**src/rtl/audio_i2s_tx.sv**
```systemverilog
// Mono I2S transmitter: expands an unsigned mapper sample to a 16-bit two's-complement word
// and sends it in both 32-bit slots of a 64-BCLK frame with the standard one-bit MSB delay.
module audio_i2s_tx #(
  parameter int IN_BITS  = 6,
  parameter int BCLK_DIV = 4
) (
  input  logic               clk,
  input  logic               reset,
  input  logic [IN_BITS-1:0] sample_in,
  input  logic               mute,
  output logic               i2s_bclk,
  output logic               i2s_lrck,
  output logic               i2s_sdata,
  output logic               frame_strobe
);

  localparam int DW = $clog2(BCLK_DIV);
  localparam int SHIFT = 16 - IN_BITS;
  localparam logic [DW-1:0] DIV_LAST = DW'(BCLK_DIV - 1);
  localparam logic [DW-1:0] DIV_HALF = DW'(BCLK_DIV / 2);

  if (IN_BITS < 1 || IN_BITS > 16) begin : g_bad_in_bits
    $error("audio_i2s_tx: IN_BITS must be in 1..16");
  end
  if (BCLK_DIV < 2 || (BCLK_DIV % 2) != 0) begin : g_bad_bclk_div
    $error("audio_i2s_tx: BCLK_DIV must be even and at least 2");
  end

  logic [DW-1:0] div_cnt;
  logic [5:0]    bit_cnt;
  logic [15:0]   word;
  logic          tick;
  logic          frame_end;
  logic [4:0]    slot_pos;
  logic [3:0]    bit_idx;
  logic [15:0]   next_word;

  assign tick      = (div_cnt == DIV_LAST);
  assign frame_end = tick && (bit_cnt == 6'd63);
  assign slot_pos  = bit_cnt[4:0];
  assign bit_idx   = 4'(5'd16 - slot_pos);

  // Left-justify the sample, then flip the MSB to turn offset-binary into two's complement.
  assign next_word = mute ? 16'h0000 : ((16'(sample_in) << SHIFT) ^ 16'h8000);

  always_ff @(posedge clk) begin
    if (reset) begin
      div_cnt      <= '0;
      bit_cnt      <= '0;
      word         <= 16'h0000;
      frame_strobe <= 1'b0;
    end else begin
      div_cnt      <= tick ? '0 : div_cnt + 1'b1;
      frame_strobe <= frame_end;
      if (tick) begin
        bit_cnt <= bit_cnt + 6'd1;
      end
      if (frame_end) begin
        word <= next_word;
      end
    end
  end

  // All outputs decode registered state only; bit_cnt and word move solely at div_cnt wrap,
  // which is the bclk falling edge, so data and lrck are steady while bclk is high.
  assign i2s_bclk  = (div_cnt >= DIV_HALF);
  assign i2s_lrck  = bit_cnt[5];
  assign i2s_sdata = (slot_pos != 5'd0 && slot_pos <= 5'd16) ? word[bit_idx] : 1'b0;

endmodule

```
**config.mk**
```make
export PLATFORM = sky130hd
export DESIGN_NAME = audio_i2s_tx
export DESIGN_NICKNAME = d
export VERILOG_FILES = /design/src/rtl/audio_i2s_tx.sv
export SDC_FILE = /design/constraint.sdc
export NUM_CORES = 1
export LEC_CHECK = 0
export ABC_AREA = 0
export CORE_UTILIZATION = 54
export DETAILED_ROUTE_END_ITERATION = 7
export HOLD_SLACK_MARGIN = 0.03
export PLACE_DENSITY = 0.81
export SLEW_MARGIN = 20
export SYNTH_ARGS = -nofsm -noshare
export SYNTH_HDL_FRONTEND = slang
export SYNTH_SLANG_ARGS = --single-unit
```
**constraint.sdc**
```tcl
create_clock -name clk -period 2.9 [get_ports clk]
set_clock_uncertainty 0.05 [all_clocks]
set_input_delay 0.58 -clock clk [delete_from_list [all_inputs] [get_ports clk]]
set_output_delay 0.58 -clock clk [all_outputs]
set_load 0.01 [all_outputs]
```
==> reports/summary.txt <==
Hold Slack = 0.427 ns
Gate power share = 13.1%
Min-Delay Path Class = reg2reg
DP HPWL = 1.13 mm
Clock power frac = 30.9%
Register area share after synthesis = 38.0%
Leak = 0.308 nW
Critical hold path startpoint = word[10]
Slew HR = 63.3%
WL per Instance = 14.3 µm
Fin crit period = 2.75 ns
Clk root buf = clkbuf_4
Num CTS Buffers = 3
Setup-failing EPs final = 0
Gr usage total = 22.5%
Worst-Skew Late Latency = 0.28 ns
FF-to-FF path depth = 4
Synthesized-area fraction occupied by adder cells = 6.33%
Die height = 40.3 µm
Fmax achieved = 0.364 GHz
Post-synth top area share = 38.0%
Psw = 0.0919 mW
Max VDD drop = 273 µV
Cell accounting for the most synthesized area = dfxtp_1
Sw Ratio = 24.0%
Total Nets Final = 109
Port bufs = 12
Starting Density = 59.3%
Worst endpoint data arrival time = 2.12 ns
Worst R2R End = word[15]
Worst-path fanout max = 5
Critical Path RT = 2.27 ns
Drt total wl = 1.57 mm
Power per cell area = 417 nW/µm²
Area after DPL = 890 µm²
Unrepaired setup endpoints after global routing = false
Total chip power = 0.383 mW
Top post-synthesis cells by area = dfxtp_1 (38%), ha_1 (6.3%), nand4b_1 (5.5%)
GR Overflow Total = 0
Routability cong. = 0.714
Mux cell area share after synthesis = 5.38%
Most frequent cells in the layout = dfxtp_1 (14), clkdlybuf4s50_1 (12), nor2_1 (7), o21ai_0 (7), a21oi_1 (7)
Hold Path Sink = word[10]
Core Rows = 13
Die Wd = 40.3 µm
Post-Synth Simple-Gate Area = 25.5%
Area grow syn2layout = 16.1%
Post-route cell area = 918 µm²
Via count = 652
Num ports = 13
XOR/XNOR Fraction of Synth Area = 5.54%
Ant. Diodes = 0
Reg2Reg Setup Slack = 1.17 ns
Iter 0 DRT Violations = 6
Critical path class = reg2out
Pre-antenna DRT Iters = 4
DRC Markers = 0
Largest net degree at the start of global routing = 16
Die area = 1620 µm²
R2R Path Start = div_cnt[0]
P_int = 0.291 mW
Post-synthesis compound-gate area fraction = 11.9%
Slew of the pin with the lowest slew margin = 0.548 ns
Initial antenna violation count = 0
CTS tree = built
DR vias/cell = 5.93
Syn Area/Cell = 9.41 µm²
Fin Setup TNS = 0 ns
Synth Cell Area = 791 µm²
Yosys cell types = 31
Share of cells above drive strength 1 = 11.6%
Vias in the first global route = 556
Worst Setup Start Kind = flop
Largest family of logic cells by synthesized area = simple AND/OR/NAND/NOR gates
Commonest non-fill, non-tap cell in the layout = dfxtp_1
Final Slew Violations = 0
CTS clk-pin slew, worst paths = 0.09 ns
Final Hold Vio Count = 0
Synth Warn # = 0
Clk sinks = 15
Syn_nets = 97
Sequential share of power = 55.9%
Hold path depth = 2
Synth Instances = 84
Run status = finished, final reports clean
Global-route wire length before repair = 2.43 mm
Depth of the CTS H-tree = 1
Max-Cap Viols = 0
Core area = 1330 µm²
#FFs+latches synth = 15
Crit end category = output pin
Number of routed nets with antenna violations = 0
Max Buffers Root-to-Sink = 2
Final period util = 94.7%
==> critical path, cell delays in order, from the launching register on <==
cell and delay [ns]:
dfxtp_2 0.37, inv_1 0.05, ha_1 0.21, or2_0 0.20, a211o_1 0.29, a2bb2oi_1 0.15
clkdlybuf4s50_1 0.55
==> area by class of cell <==
type	count	area, µm²
multi-input cells	60	432
fillers	109	415
flip-flops and latches	15	302
repair buffers	13	128
clock buffers	3	22.5
well taps	15	18.8
inverters	3	11.3
clock inverters	1	5.00
==> power by group through the flow <==
stage	Combinational, mW	Sequential (mW)	Clock (mW)
2_1_floorplan	0.0296	0.218	0
3_3_place_gp	0.0483	0.218	0
3_5_place_dp	0.0504	0.219	0
4_1_cts	0.0504	0.214	0.121
5_1_grt	0.0546	0.215	0.132
6_report	0.0503	0.214	0.118
==> through the flow <==
stage          std cells  util [%]  setup slack (ns)
4_1_cts              110      68.8            0.0882
3_5_place_dp         106      66.7             0.405
2_1_floorplan         84         -             0.852
6_report             110      68.9             0.152
3_3_place_gp         106      66.7             0.494
5_1_grt              110      68.9            0.0104
==> what timing repair did <==
item / CTS / global route
hold buffers: 0 / 0
setup buffers: 0 / 0
resized for setup: 0 / 1
endpoints found under the setup margin: 0 / 1
==> per-layer routing <==
| metal | up-vias | wire [µm] | GRT usage (%) |
|---|---|---|---|
| li1 | 320 | - | - |
| met1 | 318 | 753 | 30.0 |
| met2 | 11 | 756 | 37.1 |
| met3 | 3 | 36 | 3.33 |
| met4 | 0 | 24 | 7.50 |
| met5 | - | 0 | 0 |
==> how the worst max path moves through the flow <==
stage / startpoint / to / slack, ns / depth (start not counted)
2_1_floorplan: bit_cnt[0] / i2s_sdata / 0.85 / 6
3_3_place_gp: bit_cnt[1] / i2s_sdata / 0.49 / 6
3_5_place_dp: bit_cnt[1] / i2s_sdata / 0.40 / 6
4_1_cts: bit_cnt[1] / i2s_sdata / 0.09 / 6
5_1_grt: bit_cnt[1] / i2s_sdata / 0.01 / 6
6_report: bit_cnt[1] / i2s_sdata / 0.15 / 6
==> cell usage after synthesis <==
library cell / instances
a211o_1: 1
a21oi_1: 7
a2bb2oi_1: 1
a31oi_1: 1
and2_0: 1
and3_1: 1
and3_2: 1
buf_2: 2
buf_6: 3
clkbuf_1: 1
dfxtp_1: 15
ha_1: 4
inv_1: 3
mux2i_1: 2
mux4_2: 1
nand2_1: 2
nand3_2: 1
nand3_4: 1
nand3b_1: 1
nand4_1: 2
nand4b_1: 5
nor2_1: 7
nor3_1: 3
nor3b_1: 2
o21ai_0: 7
or2_0: 1
or2_2: 1
or3_1: 1
or4_1: 1
xnor2_1: 2
xor2_1: 3
==> cell families (layout without fill, tap and decap cells) <==
kind of cell | count (synthesis) | in the layout
adder cells (fa/ha/maj) | 4 | 4
buffers and inverters | 9 | 20
XOR/XNOR | 5 | 5
flip-flops | 15 | 15
AO/OA/AOI/OAI | 17 | 17
AND/OR/NAND/NOR | 31 | 31
multiplexers | 3 | 3
==> flip-flops by register name, indices dropped and copies added (netlist names) <==
register / cells
bit_cnt: 6
word: 6
div_cnt: 2
frame_strobe: 1
Note: power is estimated with default switching activity, not from simulation.
